<file path="config.mk">
export PLATFORM = sky130hd
export DESIGN_NAME = debug_scanner
export DESIGN_NICKNAME = d
export VERILOG_FILES = /design/src/rtl/debug_scanner_pkg.sv /design/src/rtl/debug_step_gen.sv /design/src/rtl/debug_scanner.sv
export SDC_FILE = /design/constraint.sdc
export NUM_CORES = 1
export LEC_CHECK = 0
export ABC_AREA = 1
export CELL_PAD_IN_SITES_DETAIL_PLACEMENT = 0
export CELL_PAD_IN_SITES_GLOBAL_PLACEMENT = 1
export CORE_AREA = 4 4 100 102
export CTS_CLUSTER_SIZE = 25
export DETAILED_ROUTE_END_ITERATION = 6
export DIE_AREA = 0 0 104 106
export GPL_TIMING_DRIVEN = 1
export PLACE_DENSITY = 0.81
export SLEW_MARGIN = 20
export SYNTH_ARGS = -nofsm -noshare
export SYNTH_HDL_FRONTEND = slang
export SYNTH_SLANG_ARGS = --single-unit
</file>
<file path="constraint.sdc">
create_clock -name clk -period 1.7 [get_ports clk]
set_clock_uncertainty 0.05 [all_clocks]
set_input_delay 0.34 -clock clk [delete_from_list [all_inputs] [get_ports clk]]
set_output_delay 0.34 -clock clk [all_outputs]
set_load 0.005 [all_outputs]
</file>
<file path="src/rtl/debug_scanner_pkg.sv">
`default_nettype none
// +--------------------------------------------------------------------------+
// | debug_scanner_pkg : opcodes, FSM encoding and defaults for debug_scanner |
// | Revision 1.0                                                             |
// +--------------------------------------------------------------------------+
package debug_scanner_pkg;

  localparam int c_dump_last_default = 55;
  localparam int c_addr_w            = 7;
  localparam int c_data_w            = 32;

  localparam logic [1:0] c_op_run  = 2'b00;
  localparam logic [1:0] c_op_halt = 2'b01;
  localparam logic [1:0] c_op_step = 2'b10;
  localparam logic [1:0] c_op_dump = 2'b11;

  typedef enum logic [2:0] {
    ST_IDLE     = 3'd0,
    ST_STEP_HI  = 3'd1,
    ST_STEP_LO  = 3'd2,
    ST_DUMP_SET = 3'd3,
    ST_DUMP_OUT = 3'd4
  } state_e;

endpackage
`default_nettype wire

</file>
<file path="src/rtl/debug_step_gen.sv">
`default_nettype none
// +--------------------------------------------------------------------------+
// | debug_step_gen : step counter and STEP_HI/STEP_LO pulse sequencing       |
// | Revision 1.0                                                             |
// +--------------------------------------------------------------------------+
module debug_step_gen
  import debug_scanner_pkg::*;
#(
  parameter int STEP_W = 8
) (
  input  logic              clk,
  input  logic              rst,
  input  logic              load,
  input  logic [STEP_W-1:0] count,
  input  state_e            cur_state,
  input  state_e            nxt_state,
  output state_e            step_next,
  output logic              debug_step
);

  logic [STEP_W-1:0] cnt_q, cnt_d;
  logic              debug_step_q, debug_step_d;

  always_comb begin
    cnt_d = cnt_q;
    if (load) begin
      cnt_d = count;
    end else if (cur_state == ST_STEP_LO) begin
      cnt_d = cnt_q - STEP_W'(1);
    end
  end

  // The decrement lands at the end of STEP_LO, so a count of one is the last pulse.
  always_comb begin
    step_next = ST_IDLE;
    case (cur_state)
      ST_STEP_HI: step_next = ST_STEP_LO;
      ST_STEP_LO: step_next = (cnt_q == STEP_W'(1)) ? ST_IDLE : ST_STEP_HI;
      default:    step_next = ST_IDLE;
    endcase
  end

  assign debug_step_d = (nxt_state == ST_STEP_HI);
  assign debug_step   = debug_step_q;

  always_ff @(posedge clk) begin
    if (rst) begin
      cnt_q        <= '0;
      debug_step_q <= 1'b0;
    end else begin
      cnt_q        <= cnt_d;
      debug_step_q <= debug_step_d;
    end
  end

endmodule
`default_nettype wire

</file>
<file path="src/rtl/debug_scanner.sv">
`default_nettype none
// +--------------------------------------------------------------------------+
// | debug_scanner : command-driven CPU halt/step/dump controller             |
// | Revision 1.0                                                             |
// +--------------------------------------------------------------------------+
module debug_scanner
  import debug_scanner_pkg::*;
#(
  parameter int DUMP_LAST = c_dump_last_default,
  parameter int STEP_W    = 8
) (
  input  logic                clk,
  input  logic                rst,
  input  logic                cmd_valid,
  output logic                cmd_ready,
  input  logic [1:0]          cmd_op,
  input  logic [STEP_W-1:0]   cmd_arg,
  output logic                debug_en,
  output logic                debug_step,
  output logic [c_addr_w-1:0] debug_addr,
  input  logic [c_data_w-1:0] debug_data,
  output logic                out_valid,
  input  logic                out_ready,
  output logic [c_addr_w-1:0] out_addr,
  output logic [c_data_w-1:0] out_data,
  output logic                out_last
);

  localparam logic [c_addr_w-1:0] c_last_addr = c_addr_w'(DUMP_LAST);

  state_e              state_q, state_d, step_next;
  logic                debug_en_q, debug_en_d;
  logic [c_addr_w-1:0] debug_addr_q, debug_addr_d;
  logic                out_valid_q, out_valid_d;
  logic [c_addr_w-1:0] out_addr_q, out_addr_d;
  logic [c_data_w-1:0] out_data_q, out_data_d;
  logic                out_last_q, out_last_d;
  logic                step_load;

  assign cmd_ready = (state_q == ST_IDLE);
  assign step_load = cmd_ready && cmd_valid && (cmd_op == c_op_step) && (cmd_arg != '0);

  debug_step_gen #(
    .STEP_W (STEP_W)
  ) u_step_gen (
    .clk        (clk),
    .rst        (rst),
    .load       (step_load),
    .count      (cmd_arg),
    .cur_state  (state_q),
    .nxt_state  (state_d),
    .step_next  (step_next),
    .debug_step (debug_step)
  );

  always_comb begin
    state_d      = state_q;
    debug_en_d   = debug_en_q;
    debug_addr_d = debug_addr_q;
    out_valid_d  = out_valid_q;
    out_addr_d   = out_addr_q;
    out_data_d   = out_data_q;
    out_last_d   = out_last_q;
    case (state_q)
      ST_IDLE: begin
        if (cmd_valid) begin
          case (cmd_op)
            c_op_run:  debug_en_d = 1'b0;
            c_op_halt: debug_en_d = 1'b1;
            c_op_step: begin
              debug_en_d = 1'b1;
              if (step_load) state_d = ST_STEP_HI;
            end
            default: begin
              debug_en_d   = 1'b1;
              debug_addr_d = '0;
              state_d      = ST_DUMP_SET;
            end
          endcase
        end
      end
      ST_STEP_HI, ST_STEP_LO: state_d = step_next;
      // Address has been stable on the core for a full cycle; capture the read.
      ST_DUMP_SET: begin
        out_data_d  = debug_data;
        out_addr_d  = debug_addr_q;
        out_last_d  = (debug_addr_q == c_last_addr);
        out_valid_d = 1'b1;
        state_d     = ST_DUMP_OUT;
      end
      ST_DUMP_OUT: begin
        if (out_ready) begin
          out_valid_d = 1'b0;
          if (out_last_q) begin
            state_d = ST_IDLE;
          end else begin
            debug_addr_d = debug_addr_q + c_addr_w'(1);
            state_d      = ST_DUMP_SET;
          end
        end
      end
      default: state_d = ST_IDLE;
    endcase
  end

  always_ff @(posedge clk) begin
    if (rst) begin
      state_q      <= ST_IDLE;
      debug_en_q   <= 1'b0;
      debug_addr_q <= '0;
      out_valid_q  <= 1'b0;
      out_addr_q   <= '0;
      out_data_q   <= '0;
      out_last_q   <= 1'b0;
    end else begin
      state_q      <= state_d;
      debug_en_q   <= debug_en_d;
      debug_addr_q <= debug_addr_d;
      out_valid_q  <= out_valid_d;
      out_addr_q   <= out_addr_d;
      out_data_q   <= out_data_d;
      out_last_q   <= out_last_d;
    end
  end

  assign debug_en   = debug_en_q;
  assign debug_addr = debug_addr_q;
  assign out_valid  = out_valid_q;
  assign out_addr   = out_addr_q;
  assign out_data   = out_data_q;
  assign out_last   = out_last_q;

endmodule
`default_nettype wire

</file>
After elaboration in Yosys (flattened, before gate mapping)
Index checks and enable logic that the tools add are counted.
{"block": "word_totals", "word_cells": 57, "register_bits": 61, "in_bits": 46}
{"block": "classes", "n_addsub": 2, "n_eq_ne": 13, "reduce_logical": 15, "n_mux": 18}
{"op": "2-to-1 mux 7 bit", "count": 4}
{"op": "2-to-1 mux 8 bit", "count": 2}
{"op": "one-hot mux 7 bit (2 select lines)", "count": 1}
{"op": "one-hot mux 3 bit (2 select lines)", "count": 2}
{"op": "one-hot mux 3 bit (4 select lines)", "count": 1}
{"op": "2-to-1 mux 3 bit", "count": 3}
{"op": "== test 8 x 1 -> 1 bit (second input constant)", "count": 1}
{"op": "inequality test 2 bit (second input constant)", "count": 4}
{"op": "nonzero test 8 bit", "count": 1}
{"op": "subtractor 8 x 1 -> 8 bit (second input constant)", "count": 1}
{"op": "adder 7 x 1 -> 7 bit (second input constant)", "count": 1}
{"op": "== test 7 x 6 -> 1 bit (second input constant)", "count": 1}
{"op": "== test 3 x 1 -> 1 bit (second input constant)", "count": 2}
{"op": "== test 3 x 2 -> 1 bit (second input constant)", "count": 2}
{"op": "nonzero test 2 bit", "count": 3}
{"op": "AND reduction 5 bit", "count": 1}
{"op": "AND reduction 2 bit", "count": 2}
{"op": "OR reduction 2 bit", "count": 2}
{"op": "== test 3 bit (second input constant)", "count": 1}
{"op": "logical AND 1 bit", "count": 3}
{"op": "zero test 3 bit", "count": 1}
{"op": "2-to-1 mux 1 bit", "count": 3}
{"op": "OR reduction 3 bit", "count": 1}
{"op": "== test 2 x 1 -> 1 bit (second input constant)", "count": 1}
{"op": "other kinds (4)", "count": 4}

Depth between registers and ports, before layout
Gate-level depths: netlist (run 1).
{"block": "logic_depth", "word_depth": 9, "mapped_depth": 9, "depth_no_buf": 9}

Modules after synthesis
A second synthesis (run 1) with hierarchy kept.
{"block": "unflattened", "hier_cells": 376, "area_unflattened_um2": 2702.6}
{"mod": "debug_scanner", "area_per_inst_um2": 2090.8, "n_inst": 1, "cells_each": 280, "seq_area_each_um2": 1041.0}
{"mod": "debug_step_gen", "area_per_inst_um2": 611.8, "n_inst": 1, "cells_each": 96, "seq_area_each_um2": 180.2}

Worst setup path before layout (run 1)
OpenSTA, ideal clock, no wires.
{"block": "synth_timing", "path_type": "reg-to-reg", "start": "reg state_q[0]", "end": "reg u_step_gen.cnt_q[0]", "slack_ns": 0.380, "required_time_ns": 1.522, "n_path_buf": 0, "arrival_time_ns": 1.142, "stages_incl_launch_ff": 9, "path_cell_list": "dfxtp_1 nor2_1 nand3_1 nor2_4 nand2_2 nand2_1 nor2_1 nor2_1 nor2_1"}
{"block": "synth_between", "elab_chain_len": 5, "word_cells_on_any_way": 7, "cone_classes": "eq/ne: 1; mux: 1; reduce/logical: 5"}
{"element": "start: declaration", "line": "debug_scanner.sv:31", "text": "state_e state_q, state_d, step_next;"}
{"element": "start signal: assignment", "line": "debug_scanner.sv:116", "text": "state_q <= state_d;"}
{"element": "zero test 3 bit", "line": "debug_scanner.sv:40", "text": "assign cmd_ready = (state_q == ST_IDLE);"}
{"element": "logical AND 1 bit (3 in a row)", "line": "debug_scanner.sv:41", "text": "assign step_load = cmd_ready && cmd_valid && (cmd_op == c_op_step) && (cmd_arg != '0);"}
{"element": "2-to-1 mux 8 bit or nonzero test 2 bit (tied branches)"}
{"element": "end signal: assignment", "line": "debug_step_gen.sv:51", "text": "cnt_q <= cnt_d;"}
{"element": "end: declaration", "line": "debug_step_gen.sv:21", "text": "logic [STEP_W-1:0] cnt_q, cnt_d;"}
Parallel ways exist; a longest one is shown, timed or not.
A chain may end at the register's enable or synchronous reset.

Worst setup path after layout (run 1)
{"block": "layout_timing", "start": "reg debug_addr_q[0] (netlist: debug_addr[0])", "end": "out debug_addr[0]"}
{"element": "start: declaration", "line": "debug_scanner.sv:33", "text": "logic [c_addr_w-1:0] debug_addr_q, debug_addr_d;"}
{"element": "start signal: assignment", "line": "debug_scanner.sv:118", "text": "debug_addr_q <= debug_addr_d;"}
{"element": "end: declaration", "line": "debug_scanner.sv:20", "text": "output logic [c_addr_w-1:0] debug_addr,"}
No word-level cell between the ends.

==> impl_metrics.tcl, run 1 <==
set metrics [dict create \
    run_status "complete, no violations" \
    min_from "out_valid" \
    htreeDepth 3 \
    clk_root_buffer_cell "clkbuf_8" \
    drc 0 \
    period_minus_slack_ns 1.64 \
    cts-buffers-inserted 9 \
    critical-path-slowest-cell "clkdlybuf4s50_1" \
    numPortBuffers 96 \
    design.portCount 97 \
    synth_cell_types 26 \
    cts_sinks 61 \
    detail_route.wirelength_um 7890 \
    synth_top_area_share_pct 45.5 \
    vias 2796 \
    synth_enable_flop_cells 0 \
    synth_async_sr_flop_share_pct 0 \
    worst-path-max-fanout 6 \
    dp.final_hpwl_um 5710 \
    hold_viol_final 0 \
    die_h_um 106 \
    place.gp.congestion 0.814 \
    cts-hold-fix-buffers 0 \
    fin_area_um2 4080 \
    critPathLaunchType "register" \
    synth_fp_nets 433 \
    crit_path_start "debug_addr[0]" \
    cap_viol_max_count 0 \
    end_kind "output port" \
    placed_area_um2 3860 \
    drive_above_1_share_pct 10.8 \
    postSynthCellCount 384 \
    max_transition_margin_pct 54.7 \
    detailedRoute.firstPassIterationCount 4 \
    post_synth_instance_area_um2 2680 \
    grt_max_degree 39 \
    setup_viol 0 \
    number_of_storage_elements_in_the_synthesis_netlist 61 \
    timing.fmax_mhz 610 \
    grt_setup_unrepaired "no" \
    clkSlewWorstSetupHoldPaths_ns 0.07 \
    critical_path.max_stage_delay_ns 0.53 \
    placed_cells_incl_taps 596 \
    fp.dieArea_um2 11000 \
    arrival_ns 1.25 \
    antenna_violating_nets_post_route 0 \
    timing.critical_path.required_ns 1.31 \
    worst_slew_pin_slew_ns 0.679 \
    die_width_um 104 \
    synth.yosys.warnings 0 \
    synth.avg_cell_area_um2 6.98 \
    initial_cell_density_of_the_core_pct 29.4 \
    cts-root-to-sink-buffers 2 \
    grt.total_usage_pct 14.8 \
    synth_largest_area_cell "dfxtp_1" \
    row_count 35 \
    antenna-diode-count 0 \
    critical_path_buf_inv_count 1 \
    first_global_vias 2897 \
    power_leakage_nw 1.79 \
    holdCritPathClass "reg2reg" \
    ir_drop_uv 386 \
    finalNonFillerCells 612 \
    drtIter0Drc 119 \
    gr-total-overflow 0 \
    synth_seq_area_share_pct 45.5 \
    period_share_pct 96.4 \
    timing.critical_path.cells "clkdlybuf4s50_1" \
    post_synth_main_area_contributors "dfxtp_1, nor2_1, o21ai_0" \
    power_density_nw_per_um2 809 \
    cts_tree "built" \
    avgViaCountPerCell 4.57 \
    dominantRegCellSynth "dfxtp_1" \
    timing.critical_path.max_delay_family "buffers and inverters" \
    antenna_found_initial 0 \
    clkLatencyLatePin_ns 0.33 \
    worst_r2r_startpoint "state_q[2]" \
    wl_per_cell_um 12.9 \
    floorplan.core_area_um2 9110 \
    grt_first_pass_wirelength_um 13400 \
    syn_to_final_growth_pct 52.0 \
    timing_max_transition_violations_final 0 \
    critical_path_class "reg2out" \
    design.final.nets 546 \
]
==> cells in the mapped netlist (3+ instances only) <==
cell / count
a21oi_1: 16
buf_6: 3
clkbuf_1: 8
dfxtp_1: 61
ha_1: 3
inv_1: 30
inv_2: 7
nand2_1: 50
nand3_1: 20
nand4_1: 4
nor2_1: 114
o21ai_0: 46
xor2_1: 5
==> cell families (layout without fill, tap and decap cells) <==
group,after synthesis,after routing,share of synthesized area [%]
AND/OR/NAND/NOR,196,196,30.4
AO/OA/AOI/OAI,68,68,13.0
flip-flops,61,61,45.5
buffers and inverters,51,168,8.07
XOR/XNOR,5,5,1.63
adder cells (fa/ha/maj),3,3,1.40
==> area by class of cell <==
cell class              count  area [um2]
inverters                  37         139
flip-flops and latches     61        1230
clock buffers              11         151
repair buffers            116        1120
multi-input cells         272        1250
well taps                 111         139
fillers                   928        5030
clock inverters             4        47.5
==> cells in the final DEF (no fill, tap or decap), drive strengths merged <==
cell and count:
a21oi 16, nor3b 1, buf 20, clkbuf 11
ha 3, clkinvlp 1, inv 37, bufinv 1
a211oi 1, nor2 116, nand4 4, o21ai 48
nand3 20, clkdlybuf4s50 94, nor3 3, a22oi 1
clkinv 2, dlymetal6s2s 1, dlygate4sd2 1, nand2 52
dfxtp 61, xor2 5, a31oi 2
==> path summary, 6_finish.rpt <==
check,endpoint,slack (ns),cells after the start
min,out_valid,0.45,2
max,debug_addr[0],0.06,1
max reg2reg,debug_addr[2],0.20,8
min reg2reg,out_valid,0.45,2
==> where the power goes <==
group	switching (mW)	internal [mW]	leakage [nW]
sequential	0.0361	1.48	0.496
combinational	0.234	0.255	1.19
clock	0.552	0.744	0.101
==> registers in the layout, indices dropped and copies added (netlist names) <==
| signal | cells |
|---|---|
| out_valid | 1 |
| u_step_gen.debug_step | 1 |
| debug_addr | 7 |
| state_q | 3 |
| out_addr | 7 |
| debug_en | 1 |
| u_step_gen.cnt_q | 8 |
| out_last | 1 |
| out_data | 32 |
==> metrics by stage <==
step | util (%) | TNS [ns] | hold slack, ns | setup slack (ns) | power (mW)
global route | 44.7 | 0 | 0.475 | 0.00280 | 3.48
finish | 44.7 | 0 | 0.446 | 0.0607 | 3.30
floorplan | - | 0 | 0.416 | 0.380 | 1.78
CTS | 44.7 | 0 | 0.449 | 0.00739 | 3.35
global placement | 42.4 | -0.418 | 0.431 | -0.0613 | 2.03
detailed placement | 42.4 | -0.674 | 0.440 | -0.0787 | 2.04
==> metal layers <==
layer | routed length, um | share of wire (%) | vias to the layer above | global-route usage, %
met5 | 0 | 0 | - | 0
li1 | - | - | 1446 | -
met4 | 80 | 1.0 | 0 | 5.79
met3 | 703 | 8.9 | 7 | 6.25
met1 | 3390 | 43 | 1257 | 16.8
met2 | 3710 | 47 | 86 | 24.7
==> timing repair <==
action,CTS,global route
setup buffers,1,0
endpoints found under the setup margin,4,2
gates cloned,0,0
pin swaps,0,0
resized for setup,6,2
hold endpoints to repair,0,0
Note: power is estimated with default switching activity, not from simulation.
==> inputs of run 2 (changes only) <==
--- a/config.mk
+++ b/config.mk
@@ -8,10 +8,10 @@
 export ABC_AREA = 1
 export CELL_PAD_IN_SITES_DETAIL_PLACEMENT = 0
 export CELL_PAD_IN_SITES_GLOBAL_PLACEMENT = 1
-export CORE_AREA = 4 4 100 102
+export CORE_AREA = 2 2 98 100
 export CTS_CLUSTER_SIZE = 25
 export DETAILED_ROUTE_END_ITERATION = 6
-export DIE_AREA = 0 0 104 106
+export DIE_AREA = 0 0 100 102
 export GPL_TIMING_DRIVEN = 1
 export PLACE_DENSITY = 0.81
 export SLEW_MARGIN = 20
==> constraint.sdc (replaced) <==
create_clock -name clk -period 2 [get_ports clk]
set_clock_uncertainty 0.05 [all_clocks]
set_input_delay 0.4 -clock clk [delete_from_list [all_inputs] [get_ports clk]]
set_output_delay 0.4 -clock clk [all_outputs]
set_load 0.01 [all_outputs]
==> run 2 against run 1 <==
Against the previous run: cell count shrank 1.8%; clock power is 18% lower; non-clock buffer count fell by 12; total power shrank 16%; critical path depth increased by 3; first-iteration DRC count is 19% lower; critical endpoint is now cmd_ready; largest cell class unchanged; largest power group unchanged; highest routed layer unchanged.
==> impl_metrics.tcl, run 2 (synthesized netlist as in run 1, its figures left out) <==
set metrics [dict create \
    timing.critical_path.max_delay_family "buffers and inverters" \
    die_h_um 102 \
    cts-hold-fix-buffers 0 \
    ir_drop_uv 308 \
    avgViaCountPerCell 4.54 \
    grt_max_degree 39 \
    timing_max_transition_violations_final 0 \
    period_share_pct 96.5 \
    power_leakage_nw 1.71 \
    detail_route.wirelength_um 7410 \
    dp.final_hpwl_um 5320 \
    row_count 35 \
    r2r-end "debug_addr[5]" \
    period_minus_slack_ns 1.93 \
    design.portCount 97 \
    end_kind "output port" \
    setup_tns_after_final_layout_ns 0 \
    gr-total-overflow 0 \
    min_from "out_addr[3]" \
    max_transition_margin_pct 55.1 \
    ff2ff_setup_slack_ns 0.49 \
    vias 2730 \
    detailedRoute.firstPassIterationCount 4 \
    critical_path_buf_inv_count 2 \
    worst-path-max-fanout 4 \
    timing.critical_path.required_ns 1.55 \
    grt_setup_unrepaired "no" \
    syn_to_final_growth_pct 48.1 \
    power_density_nw_per_um2 697 \
    grt.total_usage_pct 15.3 \
    htreeDepth 3 \
    antenna_violating_nets_post_route 0 \
    worst_r2r_startpoint "state_q[2]" \
    cts_sinks 61 \
    timing.critical_path.cells "nor2_2 > nand2_1 > inv_1 > clkdlybuf4s50_1" \
    drive_above_1_share_pct 7.76 \
    critical_path.max_stage_delay_ns 0.52 \
    cts_tree "built" \
    finalNonFillerCells 601 \
    run_status "complete, no violations" \
    cts-root-to-sink-buffers 2 \
    cts-buffers-inserted 9 \
    ff2ff_path_depth 9 \
    design.final.nets 534 \
    critical_path_class "reg2out" \
    worst_slack_ns 0.0709 \
    timing.fmax_mhz 518 \
    most_frequent_standard_cell_in_the_layout_excluding_fill_and_tap_cells "nor2_1" \
    hold_viol_final 0 \
    place.gp.congestion 0.792 \
    arrival_ns 1.48 \
    placed_cells_incl_taps 584 \
    floorplan.core_area_um2 9110 \
    cap_viol_max_count 0 \
    setup_viol 0 \
    critPathLaunchType "register" \
    holdCritPathClass "reg2reg" \
    clkSlewWorstSetupHoldPaths_ns 0.07 \
    antenna_found_initial 0 \
    detailedPlace.worstSlack_ns 0.106 \
    max_reg_flops 32 \
    clk_root_buffer_cell "clkbuf_8" \
    first_global_vias 2699 \
    timing.hold.worst_path_depth 2 \
    grt_first_pass_wirelength_um 12400 \
    initial_cell_density_of_the_core_pct 29.4 \
    whs_endpoint "out_addr[3]" \
    drc 0 \
    layout.cells.most_common_list "nor2_1, clkdlybuf4s50_1, dfxtp_1, nand2_1, o21ai_0" \
    critical-path-slowest-cell "clkdlybuf4s50_1" \
    worst_slew_pin_slew_ns 0.672 \
    die_width_um 100 \
    fp.dieArea_um2 10200 \
    numPortBuffers 96 \
    drtIter0Drc 96 \
    antenna-diode-count 0 \
    wl_per_cell_um 12.3 \
    clkLatencyLatePin_ns 0.33 \
]
[run 2: what timing repair did]
item,in CTS,in global routing
buffers inserted,0,1
endpoints found under the hold margin,0,0
gates resized for setup,1,1
endpoints found under the setup margin,1,1
[run 2: area by class of cell]
type | count | area (um2)
multi-input cells | 272 | 1250
clock inverters | 5 | 50.0
clock buffers | 11 | 141
inverters | 37 | 139
repair buffers | 104 | 1030
flip-flops and latches | 61 | 1220
well taps | 111 | 139
fillers | 936 | 5140
[run 2: metal layers]
metal	global-route usage, %	wire length (um)	up-vias
met4	6.11	87	0
met3	7.59	782	7
li1	-	-	1422
met1	17.4	3190	1225
met2	24.8	3340	76
met5	0	0	-
[run 2: report_power, final]
part | total, mW | internal [mW] | switching (mW)
clock network | 1.07 | 0.601 | 0.472
logic | 0.409 | 0.207 | 0.202
registers | 1.29 | 1.26 | 0.0293
total | 2.77 | 2.06 | 0.703
[run 2: metrics by stage]
stage                     instance area [um2]  hold WS (ns)  utilization, %  power [mW]
after floorplan                          2680         0.436               -        1.52
after global placement                   3770         0.431            41.4        1.72
after detailed placement                 3770         0.439            41.4        1.72
after CTS                                3960         0.447            43.5        2.81
after global routing                     3970         0.474            43.6        2.93
final                                    3970         0.447            43.6        2.77
[run 2: worst reg2reg max path, stage by stage, from the launching register on]
cell and delay, ns:
dfxtp_1 0.43, inv_2 0.09, buf_4 0.15, nor2_4 0.18, o21ai_1 0.11, nand2_2 0.16
inv_2 0.09, nor2_1 0.09, nor2_1 0.05, nor2_1 0.07
[run 2: how the worst max path moves through the flow]
stage	startpoint	to	slack [ns]	depth (start not counted)
after floorplan	state_q[0]	u_step_gen.cnt_q[0]	0.68	8
after global placement	cmd_arg[1]	u_step_gen.cnt_q[0]	0.13	10
after detailed placement	cmd_arg[0]	u_step_gen.cnt_q[6]	0.11	10
after CTS	state_q[0]	cmd_ready	0.01	4
after global routing	state_q[0]	cmd_ready	0.003	4
final	state_q[0]	cmd_ready	0.07	4
